<file path="src/rtl/rtc_set_ctrl.sv">
// rtc_set_ctrl: time-setting controller for the RTC top level. It conditions the
// left, right and up buttons, steps the field-select FSM, and drives increment pulses and the blink mask.
module rtc_set_ctrl #(
  parameter int unsigned DEBOUNCE_CYCLES = 100,
  parameter int unsigned REPEAT_CYCLES   = 5000,
  parameter int unsigned BLINK_CYCLES    = 50
) (
  input  logic       clk_i,
  input  logic       rst_i,
  input  logic       btnl_i,
  input  logic       btnr_i,
  input  logic       btnu_i,
  output logic       run_o,
  output logic       edit_o,
  output logic [1:0] field_o,
  output logic       inc_o,
  output logic [7:0] blank_mask_o
);

  localparam int NUM_BTN = 3;
  localparam int BTN_L   = 0;
  localparam int BTN_R   = 1;
  localparam int BTN_U   = 2;

  localparam int DB_W = (DEBOUNCE_CYCLES > 1) ? $clog2(DEBOUNCE_CYCLES) : 1;
  localparam int RP_W = (REPEAT_CYCLES   > 1) ? $clog2(REPEAT_CYCLES)   : 1;
  localparam int BL_W = (BLINK_CYCLES    > 1) ? $clog2(BLINK_CYCLES)    : 1;

  localparam logic [DB_W-1:0] DB_MAX = DB_W'(DEBOUNCE_CYCLES - 1);
  localparam logic [RP_W-1:0] RP_MAX = RP_W'(REPEAT_CYCLES - 1);
  localparam logic [BL_W-1:0] BL_MAX = BL_W'(BLINK_CYCLES - 1);

  logic [NUM_BTN-1:0] btn_raw;
  logic [NUM_BTN-1:0] btn_press;
  logic               btnu_level;

  assign btn_raw = {btnu_i, btnr_i, btnl_i};

  // Per-button lane: 2-FF sync, debounce, then a registered rise pulse.
  // db_d is the debounced level delayed to line up with the press pulse.
  for (genvar i = 0; i < NUM_BTN; i++) begin : g_btn
    logic            sync1;
    logic            sync2;
    logic            db;
    logic            db_d;
    logic            press;
    logic [DB_W-1:0] db_cnt;

    always_ff @(posedge clk_i) begin
      if (rst_i) begin
        sync1  <= 1'b0;
        sync2  <= 1'b0;
        db     <= 1'b0;
        db_d   <= 1'b0;
        press  <= 1'b0;
        db_cnt <= '0;
      end else begin
        sync1 <= btn_raw[i];
        sync2 <= sync1;
        if (sync2 != db) begin
          if (db_cnt == DB_MAX) begin
            db     <= sync2;
            db_cnt <= '0;
          end else begin
            db_cnt <= db_cnt + 1'b1;
          end
        end else begin
          db_cnt <= '0;
        end
        db_d  <= db;
        press <= db & ~db_d;
      end
    end

    assign btn_press[i] = press;

    if (i == BTN_U) begin : g_lvl
      assign btnu_level = db_d;
    end
  end

  typedef enum logic [1:0] {
    S_RUN   = 2'd0,
    S_SET_H = 2'd1,
    S_SET_M = 2'd2,
    S_SET_S = 2'd3
  } state_t;

  state_t          state;
  state_t          state_n;
  logic [RP_W-1:0] rep_cnt;
  logic [RP_W-1:0] rep_cnt_n;
  logic [BL_W-1:0] blk_cnt;
  logic [BL_W-1:0] blk_cnt_n;
  logic            phase;
  logic            phase_n;
  logic            inc_n;
  logic            chg;
  logic            fwd;
  logic            bwd;
  logic [1:0]      field_n;
  logic [7:0]      mask_n;

  // Simultaneous left and right presses cancel each other.
  assign fwd = btn_press[BTN_R] & ~btn_press[BTN_L];
  assign bwd = btn_press[BTN_L] & ~btn_press[BTN_R];

  always_comb begin
    state_n = state;
    case (state)
      S_RUN:   if (fwd) state_n = S_SET_H; else if (bwd) state_n = S_SET_S;
      S_SET_H: if (fwd) state_n = S_SET_M; else if (bwd) state_n = S_RUN;
      S_SET_M: if (fwd) state_n = S_SET_S; else if (bwd) state_n = S_SET_H;
      S_SET_S: if (fwd) state_n = S_RUN;   else if (bwd) state_n = S_SET_M;
      default: state_n = S_RUN;
    endcase
    chg = (state_n != state);

    // A move always beats an increment; the repeat count restarts on any move or release.
    inc_n     = 1'b0;
    rep_cnt_n = '0;
    if (!chg && (state != S_RUN) && btnu_level) begin
      if (btn_press[BTN_U] || (rep_cnt == RP_MAX)) begin
        inc_n = 1'b1;
      end else begin
        rep_cnt_n = rep_cnt + 1'b1;
      end
    end

    blk_cnt_n = blk_cnt + 1'b1;
    phase_n   = phase;
    if (chg) begin
      blk_cnt_n = '0;
      phase_n   = 1'b0;
    end else if (blk_cnt == BL_MAX) begin
      blk_cnt_n = '0;
      phase_n   = ~phase;
    end

    case (state_n)
      S_SET_H: field_n = 2'd2;
      S_SET_M: field_n = 2'd1;
      default: field_n = 2'd0;
    endcase

    mask_n = '0;
    if ((state_n != S_RUN) && phase_n) mask_n[{field_n, 1'b0} +: 2] = 2'b11;
  end

  always_ff @(posedge clk_i) begin
    if (rst_i) begin
      state        <= S_RUN;
      rep_cnt      <= '0;
      blk_cnt      <= '0;
      phase        <= 1'b0;
      run_o        <= 1'b1;
      edit_o       <= 1'b0;
      field_o      <= 2'd0;
      inc_o        <= 1'b0;
      blank_mask_o <= '0;
    end else begin
      state        <= state_n;
      rep_cnt      <= rep_cnt_n;
      blk_cnt      <= blk_cnt_n;
      phase        <= phase_n;
      run_o        <= (state_n == S_RUN);
      edit_o       <= (state_n != S_RUN);
      field_o      <= field_n;
      inc_o        <= inc_n;
      blank_mask_o <= mask_n;
    end
  end

endmodule

</file>
<file path="config.mk">
export PLATFORM = sky130hd
export DESIGN_NAME = rtc_set_ctrl
export DESIGN_NICKNAME = d
export VERILOG_FILES = /design/src/rtl/rtc_set_ctrl.sv
export SDC_FILE = /design/constraint.sdc
export NUM_CORES = 1
export LEC_CHECK = 0
export BUFFER_PORTS_ARGS = -buffer_cell sky130_fd_sc_hd__buf_2
export CAP_MARGIN = 0
export CORE_MARGIN = 8
export CORE_UTILIZATION = 50
export DETAILED_ROUTE_END_ITERATION = 8
export PLACE_DENSITY = 0.78
export SLEW_MARGIN = 10
export SYNTH_ARGS = -nofsm -noshare
export SYNTH_HDL_FRONTEND = slang
export SYNTH_SLANG_ARGS = --single-unit
</file>
<file path="constraint.sdc">
create_clock -name clk_i -period 1.8 [get_ports clk_i]
set_input_delay 0.09 -clock clk_i [delete_from_list [all_inputs] [get_ports clk_i]]
set_output_delay 0.09 -clock clk_i [all_outputs]
set_load 0.02 [all_outputs]
</file>
* Word-level counts from Yosys, hierarchy flattened
Cells that the tools add are included.
** Storage, ports and cells
- Register bits after elaboration :: 71
** Operators by class
- Bitwise gates (word level) :: 17
- Reduce and logical (&&, ||, !) cells :: 19
- Add/sub/neg operators :: 6
- Eq/ne operators :: 14
- Multiplexer cells :: 13
- Shift-type cells :: 2
** Operator list (count)
- 7-bit by 1-bit adder with 7-bit output (second input constant) :: 3
- 7-bit == test (second input constant) :: 3
- 2-bit two-way mux :: 8
- 3-bit OR reduction :: 5
- 13-bit by 1-bit adder with 13-bit output (second input constant) :: 1
- 13-bit == test (second input constant) :: 1
- 1-bit NOT :: 11
- 8-bit bitwise AND :: 1
- 2-bit one-hot mux with 4 select lines :: 1
- 2-bit by 5-bit variable shift with 8-bit output (first input constant) :: 1
- 2-bit by 5-bit variable part select with 8-bit output (first input constant) :: 1
- 6-bit by 1-bit adder with 6-bit output (second input constant) :: 1
- 2-bit == test (second input constant) :: 3
- 6-bit == test (second input constant) :: 1
- 2-bit AND reduction :: 3
- 1-bit bitwise AND :: 5
- 3-bit negation with 5-bit output :: 1
- 2-bit by 1-bit == test with 1-bit output (second input constant) :: 2
- 2-bit zero test :: 2
- 2-bit one-hot mux with 2 select lines :: 1
- 2-bit nonzero test :: 2
- 2-bit OR reduction :: 2
- 1-bit logical AND :: 3
- 1-bit two-way mux :: 3
- other kinds (4) :: 6

* Depth between registers and ports, before layout
- Word-level depth :: 11
- Gate-level depth with buffers :: 8

* Least setup slack after synthesis
No wires, ideal clock.
- Path type :: flip-flop to flip-flop
- Start :: reg g_btn[0].press
- End :: reg blank_mask_o[6]
- Arrival time :: 1551 ps
- Stages on the path, launching flop included :: 8
- Slack :: 190 ps
- Library setup time :: 60 ps
- Path buffers :: 0
- Cells stage by stage :: dfxtp_1 -> xor2_1 -> xnor2_1 -> ha_1 -> nor2_1 -> inv_1 -> a211oi_2 -> and3_1
** Between the ends
- Word-level cells in the longest chain between the ends :: 9
- Elaborated cells on any way between the ends :: 25
** Ends and longest elaborated chain
- start: declaration :: line 46 : logic press;
- start signal: assignment :: line 71 : press <= db & ~db_d;
- 1-bit bitwise AND / 1-bit NOT (equally long branches) :: line 106, 105
- 2-bit two-way mux, or another cell as far along :: line 114 : S_SET_S: if (fwd) state_n = S_RUN; else if (bwd) state_n = S_SET_M;
- 2-bit two-way mux, on equally long branches
- 2-bit one-hot mux with 4 select lines (*) :: line 110 : case (state)
- 2-bit == test, or another cell as far along :: line 140 : case (state_n)
- 2-bit one-hot mux with 2 select lines / 1-bit two-way mux (equally long branches) :: line 140, 132
- 3-bit negation with 5-bit output / 1-bit logical AND (equally long branches) :: line 147 : if ((state_n != S_RUN) && phase_n) mask_n[{field_n, 1'b0} +: 2] = 2'b11;
- 2-bit by 5-bit variable part select with 8-bit output, or another cell as far along :: line 147
- 8-bit bitwise AND (no source line) / 2-bit OR reduction (equally long branches)
- end signal: assignment :: line 170 : blank_mask_o <= mask_n;
- end: declaration :: line 17 : output logic [7:0] blank_mask_o
Mark *: on every way between the ends. The rest lies on a longest branch, timed or not.
A chain may end at the register's enable or synchronous reset.

* Worst setup path after layout
Same ends and word-level chain as after synthesis.

==> reports/metrics.yaml <==
timing.critical_path.buf_inv: 1
ioPinCount: 18
grt_usage_pct: 11.1
htree_levels: 3
required_ps: 2080
tightest_slew_ps: 553
first_global_vias: 1611
max_slew_margin_pct: 62.8
skew_ps: 3.04
antenna_found_initial: 0
avgRoutedWirePerCell_microns: 10.7
vias: 1674
drtAntennaViolNets: 0
leakagePower_nw: 1.14
rr_worst_depth: 7
holdPathEnd: "g_btn[1].db"
dp_hpwl_mm: 2.67
ys.flop_type: "dfxtp_1"
finalInstanceArea_sq_um: 2920
overflow: 0
outcome: "finished clean"
crit_chain: "xor2_1, xnor2_1, ha_1, nor2_1, inv_1, a211oi_2, and3_1"
grt_pass1_wl_mm: 6.51
core.rowCount: 26
cts_made_buffers: 9
r2r-start: "g_btn[0].press"
ys_top_cells_by_count: "67 x dfxtp_1, 51 x nor2_1, 26 x xnor2_1"
irDropWorstVdd_uv: 602
finalWirelength_mm: 3.81
place_congestion: 0.760
synth_area_sq_um: 2550
max_stage_delay_ps: 370
synthCells: 261
core_area_sq_um: 5010
pre_cts_ws_ps: 146
setup_violations: 0
drc: 0
cpMaxStageDelayCell: "dfxtp_1"
tritoncts: "yes"
firstDrtPassIters: 4
setup.worst_path.start: "g_btn[0].press"
numClockSinks: 67
cp-end-kind: "register"
die_w_microns: 87.4
hold_violations: 0
yosys.area.top_type: "dfxtp_1"
critical-path-top-delay-family: "XOR/XNOR gates"
synthArstFlopShare_pct: 0
period_minus_slack_ps: 1670
synth-seq-cells: 67
drt_iter0_drc: 36
path_clk_slew_ps: 60
synth_top_area_share_pct: 52.6
placed_area_sq_um: 2680
ys_seq_area_share_pct: 52.6
synth_area_leaders: "dfxtp_1 53%, xnor2_1 8.9%, nor2_1 7.5%"
ys_warn_count: 0
min_period_over_period_pct: 92.7
critPathMaxFanout: 4
worstPathArrival_ps: 1940
cts_root_buffer: "clkbuf_8"
worstSetupPathType: "register to register"
start_util_pct: 50.9
synth.avg_cell_area_sq_um: 9.77
fin_nets: 297
via_per_inst: 4.69
synth_edf_count: 0
hold_path_startpoint: "rst_i"
areaGrowthSynthToFinish_pct: 14.3
grt_max_degree: 24
drive_above_1_share_pct: 13.2
synth_fp_nets: 275
synth_cell_types: 30
fp.dieArea_sq_um: 7640
synth_most_common_cell: "dfxtp_1"
clk_latency_ps: 330
start_kind: "register"
fmax_ghz: 0.599
r2r_setup_slack_ps: 130
power_density_nw_per_um2: 943
holdPathStages: 2
die_h_microns: 87.4
port_buffers: 17
cap_violations: 0
clk_path_buf_depth: 2
antenna_cells: 0
final_max_slew_viol_count: 0
hold_path.class: "primary input to register"
setup_ws_ps: 132
timing.rr.end: "blank_mask_o[6]"
-- cells in the final DEF (no fill, tap or decap), types with 2 or more instances in the layout --
cell	n
clkbuf_1	2
dfxtp_1	67
nor3_1	7
nor2b_1	15
nor4b_1	2
mux2i_1	3
nor2_1	51
or3_1	3
clkbuf_8	11
nand3_1	13
ha_1	9
o21ai_0	3
xnor2_1	25
nor4_1	2
dlygate4sd3_1	3
nand2b_1	2
and3_1	10
nand2_1	6
buf_2	17
and2_2	2
nand4_1	2
xor2_1	10
inv_1	10
-- stage by stage --
step	power, mW	hold slack, ps	cells	setup TNS (ps)	utilization, %
after floorplan	1.57	168	261	0	-
after global placement	1.58	299	339	0	53.4
after detailed placement	1.58	308	339	0	53.4
after CTS	2.80	141	357	0	57.9
after global routing	2.87	166	357	-15.4	58.2
final	2.75	155	357	0	58.2
-- worst max-delay path by stage --
stage | end | slack [ps] | depth (start not counted)
3_5_place_dp | blank_mask_o[6] | 150 | 8
2_1_floorplan | blank_mask_o[6] | 190 | 7
6_report | blank_mask_o[6] | 130 | 7
5_1_grt | blank_mask_o[6] | -10 | 7
3_3_place_gp | blank_mask_o[6] | 230 | 8
4_1_cts | blank_mask_o[6] | 100 | 8
-- timing repair --
action	in CTS	in global routing
gates resized for setup	0	2
buffers inserted	0	0
hold buffers	3	0
endpoints found under the hold margin	3	0
endpoints found under the setup margin	0	4
-- area by class of cell --
| cell class | count | area (sq um) |
|---|---|---|
| clock buffer | 13 | 159 |
| clock inverter | 2 | 35.0 |
| fill | 456 | 2090 |
| inverter | 10 | 37.5 |
| multi-input combinational | 174 | 1130 |
| sequential | 67 | 1340 |
| tap | 70 | 87.6 |
| timing repair buffer | 21 | 123 |
-- logic make-up after synthesis --
| group | synth area share (%) |
|---|---|
| mux | 1.18 |
| compound gates | 1.96 |
| flops | 52.6 |
| xor+xnor | 12.4 |
| fa+ha+maj | 4.41 |
| buf+inv | 3.58 |
| simple gates | 23.9 |
-- layer usage --
metal  routed length [microns]  share of wire [%]  vias to the layer above  GRT usage (%)
li1                          -                  -                      891              -
met1                      1740                 46                      749           11.1
met2                      1750                 46                       26           18.1
met3                       239                6.3                        8           5.94
met4                        88                2.3                        0           6.09
met5                         0                  0                        -              0
-- registers in the layout (all words and copies together) (netlist names), 3 cells and up --
| name | flops |
|---|---|
| blank_mask_o | 4 |
| blk_cnt | 6 |
| g_btn.db | 3 |
| g_btn.db_cnt | 21 |
| g_btn.press | 3 |
| g_btn.sync1 | 3 |
| g_btn.sync2 | 3 |
| rep_cnt | 13 |
-- report_power, final --
group	internal, mW	switching, mW	leakage [nW]	total, mW
sequential	1.50	0.00912	0.542	1.51
clock	0.706	0.490	0.0995	1.20
combinational	0.0224	0.0232	0.497	0.0456
(Power assumes the default switching activity.)
